## config.mk

```make
export PLATFORM = sky130hd
export DESIGN_NAME = vga_scanout
export DESIGN_NICKNAME = d
export VERILOG_FILES = /design/src/rtl/vga_pkg.sv /design/src/rtl/vga_timing.sv /design/src/rtl/vga_scanout.sv
export SDC_FILE = /design/constraint.sdc
export NUM_CORES = 1
export LEC_CHECK = 0
export ABC_CLOCK_PERIOD_IN_PS = 2900
export BUFFER_PORTS_ARGS = -buffer_cell sky130_fd_sc_hd__buf_2
export CAP_MARGIN = 10
export CORE_MARGIN = 8
export CORE_UTILIZATION = 54
export CTS_CLUSTER_SIZE = 16
export DETAILED_ROUTE_END_ITERATION = 10
export PLACE_DENSITY = 0.79
export SKIP_CTS_REPAIR_TIMING = 1
export SLEW_MARGIN = 20
export SYNTH_ARGS = -nofsm -noshare
export SYNTH_HDL_FRONTEND = slang
export SYNTH_SLANG_ARGS = --single-unit
```

## constraint.sdc

```tcl
create_clock -name clk -period 2.9 [get_ports clk]
set_clock_uncertainty 0.2 [all_clocks]
set_input_delay 0 -clock clk [delete_from_list [all_inputs] [get_ports clk]]
set_output_delay 0 -clock clk [all_outputs]
set_load 0.03 [all_outputs]
```

## src/rtl/vga_pkg.sv

```systemverilog
// Shared VGA definitions: default 640x480@60 timing, framebuffer geometry,
// the delayed control bundle and RGB332 colour expansion.
package vga_pkg;

    localparam int H_ACTIVE = 640;
    localparam int H_FP     = 16;
    localparam int H_SYNC   = 96;
    localparam int H_BP     = 48;
    localparam int H_TOTAL  = H_ACTIVE + H_FP + H_SYNC + H_BP;

    localparam int V_ACTIVE = 480;
    localparam int V_FP     = 10;
    localparam int V_SYNC   = 2;
    localparam int V_BP     = 33;
    localparam int V_TOTAL  = V_ACTIVE + V_FP + V_SYNC + V_BP;

    localparam int FB_W        = 320;
    localparam int FB_H        = 240;
    localparam int SCALE_SHIFT = 1;

    localparam logic [7:0] BORDER = 8'h00;

    // Raster counter width, large enough for both totals
    localparam int CNT_W = 10;

    // Per-pixel control flags carried alongside the framebuffer read
    typedef struct packed {
        logic active;
        logic inimg;
        logic hs;
        logic vs;
        logic frame;
    } ctrl_t;

    // Replicate the high bits of each RGB332 field to fill 8 bits per channel
    function automatic logic [23:0] rgb332_expand(input logic [7:0] p);
        return {p[7:5], p[7:5], p[7:6],
                p[4:2], p[4:2], p[4:3],
                p[1:0], p[1:0], p[1:0], p[1:0]};
    endfunction

endpackage

```

## src/rtl/vga_timing.sv

```systemverilog
// Raster counters plus stage-0 decode of active video, sync windows and the
// frame origin. Usable by any block that needs the display raster position.
module vga_timing #(
    parameter int H_ACTIVE = vga_pkg::H_ACTIVE,
    parameter int H_FP     = vga_pkg::H_FP,
    parameter int H_SYNC   = vga_pkg::H_SYNC,
    parameter int H_BP     = vga_pkg::H_BP,
    parameter int V_ACTIVE = vga_pkg::V_ACTIVE,
    parameter int V_FP     = vga_pkg::V_FP,
    parameter int V_SYNC   = vga_pkg::V_SYNC,
    parameter int V_BP     = vga_pkg::V_BP
) (
    input  logic                      clk,
    input  logic                      reset,
    output logic [vga_pkg::CNT_W-1:0] h_cnt,
    output logic [vga_pkg::CNT_W-1:0] v_cnt,
    output logic                      active,
    output logic                      hs,
    output logic                      vs,
    output logic                      frame
);
    import vga_pkg::*;

    localparam int LINE_LEN  = H_ACTIVE + H_FP + H_SYNC + H_BP;
    localparam int FRAME_LEN = V_ACTIVE + V_FP + V_SYNC + V_BP;

    localparam logic [CNT_W-1:0] H_LAST   = CNT_W'(LINE_LEN - 1);
    localparam logic [CNT_W-1:0] V_LAST   = CNT_W'(FRAME_LEN - 1);
    localparam logic [CNT_W-1:0] HS_START = CNT_W'(H_ACTIVE + H_FP);
    localparam logic [CNT_W-1:0] HS_END   = CNT_W'(H_ACTIVE + H_FP + H_SYNC);
    localparam logic [CNT_W-1:0] VS_START = CNT_W'(V_ACTIVE + V_FP);
    localparam logic [CNT_W-1:0] VS_END   = CNT_W'(V_ACTIVE + V_FP + V_SYNC);

    // Horizontal counter wraps each line and steps the vertical counter
    always_ff @(posedge clk) begin
        if (reset) begin
            h_cnt <= '0;
            v_cnt <= '0;
        end else if (h_cnt == H_LAST) begin
            h_cnt <= '0;
            if (v_cnt == V_LAST) begin
                v_cnt <= '0;
            end else begin
                v_cnt <= v_cnt + 1'b1;
            end
        end else begin
            h_cnt <= h_cnt + 1'b1;
        end
    end

    assign active = (h_cnt < CNT_W'(H_ACTIVE)) && (v_cnt < CNT_W'(V_ACTIVE));
    assign hs     = (h_cnt >= HS_START) && (h_cnt < HS_END);
    assign vs     = (v_cnt >= VS_START) && (v_cnt < VS_END);
    assign frame  = (h_cnt == '0) && (v_cnt == '0);

endmodule

```

## src/rtl/vga_scanout.sv

```systemverilog
// Display-side framebuffer reader: walks the raster, fetches scaled RGB332
// pixels and drives 8-bit-per-channel VGA outputs two clocks behind the
// raster counters.
module vga_scanout #(
    parameter int         H_ACTIVE    = vga_pkg::H_ACTIVE,
    parameter int         H_FP        = vga_pkg::H_FP,
    parameter int         H_SYNC      = vga_pkg::H_SYNC,
    parameter int         H_BP        = vga_pkg::H_BP,
    parameter int         V_ACTIVE    = vga_pkg::V_ACTIVE,
    parameter int         V_FP        = vga_pkg::V_FP,
    parameter int         V_SYNC      = vga_pkg::V_SYNC,
    parameter int         V_BP        = vga_pkg::V_BP,
    parameter int         FB_W        = vga_pkg::FB_W,
    parameter int         FB_H        = vga_pkg::FB_H,
    parameter int         SCALE_SHIFT = vga_pkg::SCALE_SHIFT,
    parameter logic [7:0] BORDER      = vga_pkg::BORDER
) (
    input  logic        clk,
    input  logic        reset,
    output logic [31:0] pixel_addr,
    input  logic [7:0]  pixel_val,
    output logic [7:0]  vga_r,
    output logic [7:0]  vga_g,
    output logic [7:0]  vga_b,
    output logic        vga_hsync,
    output logic        vga_vsync,
    output logic        vga_blank_n,
    output logic        vga_sync_n,
    output logic        frame_start
);
    import vga_pkg::*;

    localparam int ADDR_W    = $clog2(FB_W * FB_H);
    localparam int LINE_LEN  = H_ACTIVE + H_FP + H_SYNC + H_BP;
    localparam int FRAME_LEN = V_ACTIVE + V_FP + V_SYNC + V_BP;

    localparam logic [CNT_W-1:0] H_LAST = CNT_W'(LINE_LEN - 1);
    localparam logic [CNT_W-1:0] V_LAST = CNT_W'(FRAME_LEN - 1);

    logic [CNT_W-1:0]  h_cnt;
    logic [CNT_W-1:0]  v_cnt;
    logic              active;
    logic              hs;
    logic              vs;
    logic              frame;
    logic [CNT_W-1:0]  fx;
    logic [CNT_W-1:0]  fy;
    logic [CNT_W-1:0]  v_plus;
    logic [CNT_W-1:0]  fy_next;
    logic              inimg;
    logic [ADDR_W-1:0] row_base;
    logic [ADDR_W-1:0] addr_next;
    logic [ADDR_W-1:0] addr_q;
    ctrl_t             ctrl_s0;
    ctrl_t             ctrl_s1;

    vga_timing #(
        .H_ACTIVE (H_ACTIVE),
        .H_FP     (H_FP),
        .H_SYNC   (H_SYNC),
        .H_BP     (H_BP),
        .V_ACTIVE (V_ACTIVE),
        .V_FP     (V_FP),
        .V_SYNC   (V_SYNC),
        .V_BP     (V_BP)
    ) u_timing (
        .clk    (clk),
        .reset  (reset),
        .h_cnt  (h_cnt),
        .v_cnt  (v_cnt),
        .active (active),
        .hs     (hs),
        .vs     (vs),
        .frame  (frame)
    );

    assign fx      = h_cnt >> SCALE_SHIFT;
    assign fy      = v_cnt >> SCALE_SHIFT;
    assign v_plus  = v_cnt + 1'b1;
    assign fy_next = v_plus >> SCALE_SHIFT;
    assign inimg   = active && (fx < CNT_W'(FB_W)) && (fy < CNT_W'(FB_H));
    assign ctrl_s0 = {active, inimg, hs, vs, frame};

    assign addr_next = row_base + ADDR_W'(fx);

    // Row base holds fy*FB_W for the current line; it steps by FB_W only when the next line maps to a new image row
    always_ff @(posedge clk) begin
        if (reset) begin
            row_base <= '0;
        end else if (h_cnt == H_LAST) begin
            if (v_cnt == V_LAST) begin
                row_base <= '0;
            end else if ((fy_next != fy) && (fy_next < CNT_W'(FB_H))) begin
                row_base <= row_base + ADDR_W'(FB_W);
            end
        end
    end

    // Stage 1: issue the framebuffer read (holding the last address outside the image) and delay the control flags
    always_ff @(posedge clk) begin
        if (reset) begin
            addr_q  <= '0;
            ctrl_s1 <= '0;
        end else begin
            ctrl_s1 <= ctrl_s0;
            if (ctrl_s0.inimg) begin
                addr_q <= addr_next;
            end
        end
    end

    assign pixel_addr = 32'(addr_q);

    // Stage 2: expand the returned pixel (or border colour) and register syncs so every output lines up
    always_ff @(posedge clk) begin
        if (reset) begin
            vga_r       <= '0;
            vga_g       <= '0;
            vga_b       <= '0;
            vga_hsync   <= 1'b1;
            vga_vsync   <= 1'b1;
            vga_blank_n <= 1'b0;
            frame_start <= 1'b0;
        end else begin
            vga_blank_n <= ctrl_s1.active;
            vga_hsync   <= ~ctrl_s1.hs;
            vga_vsync   <= ~ctrl_s1.vs;
            frame_start <= ctrl_s1.frame;
            if (ctrl_s1.active) begin
                {vga_r, vga_g, vga_b} <= rgb332_expand(ctrl_s1.inimg ? pixel_val : BORDER);
            end else begin
                {vga_r, vga_g, vga_b} <= 24'h0;
            end
        end
    end

    assign vga_sync_n = 1'b0;

endmodule

```

# ---- Yosys cells after proc, flatten, opt, wreduce, memory -nomap -nowiden
# Index checks and enable logic that the tools add are counted.
dict set report classes {
  addsub 4
  n_lt_le_gt_ge 9
  eq_ne 3
  n_mux 4
  bitwise_logic 3
  n_reduce_logical 13
}
# cell n
set op_table {}
lappend op_table {{$mux W17} 2}
lappend op_table {{$add A10 B1 Y10 const B} 2}
lappend op_table {{$eq A10 B10 Y1 const B} 2}
lappend op_table {{$logic_not A10 Y1} 2}
lappend op_table {{$lt A10 B10 Y1 const B} 2}
lappend op_table {{$lt A10 B9 Y1 const B} 2}
lappend op_table {{$lt A9 B8 Y1 const B} 2}
lappend op_table {{$add A17 B9 Y17} 1}
lappend op_table {{$add A17 B9 Y17 const B} 1}
lappend op_table {{$ge A10 B10 Y1 const B} 1}
lappend op_table {{$ge A10 B9 Y1 const B} 1}
lappend op_table {{$mux W10} 1}
lappend op_table {{$lt A9 B9 Y1 const B} 1}
lappend op_table {{$ne A9 B9 Y1} 1}
lappend op_table {{$mux W8} 1}
lappend op_table {{$logic_and A1 B1 Y1} 7}
lappend op_table {{$reduce_or A2 Y1} 2}
lappend op_table {{$not A1 Y1} 3}
lappend op_table {{$reduce_and A2 Y1} 1}
lappend op_table {{$reduce_bool A2 Y1} 1}
dict set report totals {
  ff_bits 87
  out_inout_bits 61
  wordCells 52
}

# ---- Longest topological paths before layout
dict set report depth {
  word_depth 5
  depth_mapped 9
  ltp_nobuf 7
}

# ---- By module
# Synthesis repeated with hierarchy kept, for this count alone.
dict set report unflattened {
  hier_cells 403
  hier_area_um2 3487.1
}
# module n_inst cells_per_inst area_each_um2 seq_area_each_um2
set modules_own_cells {}
lappend modules_own_cells {vga_scanout 1 277 2422.3 900.9}
lappend modules_own_cells {vga_timing 1 126 1064.8 400.4}

# ---- Worst setup path before layout
# No wires, ideal clock.
dict set report synth_path {
  path_type {reg2reg}
  start {reg u_timing.v_cnt[0] (netlist bit)}
  end {reg row_base[12]}
  t_arrival_ns 2.012
  required_ns 2.634
  slack_ns 0.622
  stages_incl_launch_ff 9
  synth_period_minus_slack_ns 2.278
  path_cell_list {dfxtp_1 ha_1 and3_1 buf_2 a31o_1 o2111a_1 buf_6 or4_4 a21oi_2}
}
dict set report synth_via {
  elab_chain_len 5
  word_cells_on_any_way 8
  cone_classes {add/sub (1); order compare (1); eq/ne (2); mux (1); reduce/logical (3)}
}
# item line
set synth_lines {}
lappend synth_lines {{from (decl)} vga_timing.sv:16} ;# output logic [vga_pkg::CNT_W-1:0] v_cnt,
lappend synth_lines {{from (signal assigned)} vga_timing.sv:44} ;# v_cnt <= v_cnt + 1'b1;
lappend synth_lines {{$add A10 B1 Y10} vga_scanout.sv:79} ;# assign v_plus = v_cnt + 1'b1;
lappend synth_lines {{$lt A9 B8 Y1 / $ne A9 B9 Y1 (equally long branches)} vga_scanout.sv:93} ;# end else if ((fy_next != fy) && (fy_next < CNT_W'(FB_H))) begin
lappend synth_lines {{$logic_and A1 B1 Y1} vga_scanout.sv:93}
lappend synth_lines {{$reduce_bool A2 Y1 (no line)} --}
lappend synth_lines {{$reduce_and A2 Y1 (no line)} --}
lappend synth_lines {{to (signal assigned)} vga_scanout.sv:94} ;# row_base <= row_base + ADDR_W'(FB_W);
lappend synth_lines {{to (decl)} vga_scanout.sv:51} ;# logic [ADDR_W-1:0] row_base;
# Parallel ways exist; a longest one is shown, timed or not.
# A chain may end at the register's enable or synchronous reset.

# ---- Final worst setup path
dict set report layout_path {
  start {reg u_timing.v_cnt[0] (netlist bit)}
  end {reg row_base[14]}
}
# Same word-level chain as after synthesis.

==> flow_summary.yaml <==
flow_run:
  drv_cap: 0
floorplan:
  fp.coreArea_sq_mm: 0.005851
  pin_count: 71
  dieHeight_um: 93.14
  num_rows: 28
  dieArea_sq_mm: 0.008674
  initial_core_util: 0.5492
  die_w_um: 93.14
synthesis:
  async_flop_share: 0
  ys_ff_latch: 64
  synth_edf_count: 0
  synth-seq-area-share: 0.3988
  ys.warnings.count: 0
  syn-cell-area_sq_mm: 0.003213
  synthCells: 357
  synthFlopType: "dfxtp_1"
  syn_area_per_cell_sq_um: 9.000
  yosysUniqueCellTypes: 54
route:
  ant_nets: 0
  firstDrtPassIters: 4
  wl_per_cell_um: 14.60
  via_per_inst: 5.335
  drc: 0
  via_count: 2518
  wirelength_mm: 6.893
  drtIter0Drc: 109
layout:
  mostFrequentLayoutCells: "dfxtp_1, buf_2, nor2_1"
  final_common_cell: "dfxtp_1"
  nFillCells: 486
  multi_input_area_sq_mm: 0.001603
  area_delta_synth_final_pct: 11.53
  drive_gt1_frac: 0.2191
  diodes: 0
  final_cells: 472
  stdcell_area_sq_mm: 0.003583
  fin_nets: 410
  regArea_sq_mm: 0.001281
status:
  outcome: "finished with violations"
  violations: "hold timing"
place:
  io_buffers: 54
  place.gp.congestion: 0.8740
  placed_area_sq_mm: 0.003289
  place_inst: 448
  hpwl_mm: 4.743
clock_tree:
  cts-htree-levels: 3
  cts_max_path_buffers: 2
  clk_pin_slew_ns: 0.06
  cts_root_buffer: "clkbuf_8"
  cts_tree: "done"
  worstSkewPairLatency_ns: 0.34
  clock_sinks: 64
  cts_made_buffers: 9
sta:
  tns_ns: 0
  setup_violations: 0
  period_share: 0.8584
  final_max_slew_viol_count: 0
  relSlewSlack: 0.5344
  grt_setup_unrepaired: "no"
  whs_ns: -0.01339
  fin_crit_ns: 2.489
  max_freq_mhz: 401.7
  hold_viol_final: 5
  worst_pin_slew_ns: 0.6984
grt:
  grt_pass1_vias: 2375
  grt_pass1_wl_mm: 10.94
  grt_overflow_total: 0
  antenna_found_initial: 0
  grt_start_max_net_pins: 39
  track_usage: 0.1570
pwr:
  p_per_area_mw_per_mm2: 520.2
  leakage_nw: 1.644
  ir_drop_mv: 0.2914
critical_path:
  ff2ff_setup_slack_ns: 0.41
  crit_required_ns: 2.97
  critical_path_class: "reg -> reg"
  crit_fanout: 22
  start_kind: "register"
  critPathArrivalTime_ns: 2.56
  worst_setup_path_end_kind: "register"
hold_path:
  hold_class: "in -> reg"
metrics by stage:
step / hold WS, ns / power (mW) / setup WS, ns / utilization
floorplan: -0.07829 / 1.040 / 0.6223 / -
finish: -0.01339 / 1.864 / 0.4107 / 0.6125
CTS: -0.3623 / 1.869 / 0.4163 / 0.5988
global placement: -0.0005799 / 1.038 / 0.4901 / 0.5622
detailed placement: 0.002389 / 1.040 / 0.4409 / 0.5622
global route: 0.007195 / 1.927 / 0.2266 / 0.6125
cell families after synthesis:
logic type | synth area share
other | 0.001167
multiplexers | 0.03115
XOR/XNOR | 0.05452
AO/OA/AOI/OAI | 0.1231
buffers and inverters | 0.1207
adder cells (fa/ha/maj) | 0.03115
flip-flops | 0.3988
AND/OR/NAND/NOR | 0.2395
metal layers:
layer	up-vias	track usage	part of all wire
met1	1171	0.1813	0.45
met4	0	0.1060	0.018
met3	12	0.04487	0.056
li1	1272	-	-
met2	63	0.2479	0.48
met5	-	0	0
synthesized netlist by cell type (all sizes together) (5+ instances only):
library cell,count,share of area
dfxtp,64,0.40
buf,42,0.097
nor2,39,0.046
nand2,20,0.023
a21oi,15,0.026
nand3,14,0.023
clkbuf,13,0.016
xor2,13,0.035
and2,10,0.019
mux2i,10,0.031
nor3,10,0.019
o31ai,9,0.025
or4,9,0.023
ha,8,0.031
nand4,8,0.018
a211oi,7,0.016
inv,7,0.0082
o21ai,7,0.011
xnor2,7,0.019
and3,5,0.0097
nand2b,5,0.0097
nor4,5,0.014
registers in the layout, summed over array words and instances (netlist names):
signal	flops
vga_hsync	1
vga_r	3
vga_vsync	1
u_timing.v_cnt	10
ctrl_s1	4
row_base	11
vga_blank_n	1
vga_b	2
vga_g	3
addr_q	17
u_timing.h_cnt	10
frame_start	1
critical path, cell delays in order, from the launching register on:
cell and delay, ns:
dfxtp_1 0.37, ha_1 0.28, and3_1 0.26, a31o_1 0.22, o2111a_1 0.35, or4_1 0.59
a21oi_1 0.15
power breakdown:
| part | leakage, nW | internal (mW) | switching (mW) |
|---|---|---|---|
| clock network | 0.108 | 0.507 | 0.326 |
| logic | 1.02 | 0.0352 | 0.0947 |
| registers | 0.519 | 0.892 | 0.00848 |
layout make-up:
type / instances / area share
inverter: 7 / 0.007332
sequential: 64 / 0.3575
clock inverter: 3 / 0.01816
multi-input combinational: 246 / 0.4473
timing repair buffer: 64 / 0.1020
clock buffer: 13 / 0.04155
tap: 75 / 0.02619
worst paths after layout:
| path | start | end | cells after the start |
|---|---|---|---|
| worst min-delay path | reset | addr_q[1]$_SDFFE_PP0P_ | 2 |
| worst min register to register | ctrl_s1[1]$_SDFF_PP0_ | vga_vsync$_SDFF_PP1_ | 1 |
| worst max register to register | u_timing.v_cnt[0]$_SDFFE_PP0P_ | row_base[14]$_SDFFE_PP0P_ | 6 |
| worst max-delay path | u_timing.v_cnt[0]$_SDFFE_PP0P_ | row_base[14]$_SDFFE_PP0P_ | 6 |
Power figures use the tool's default switching activity.
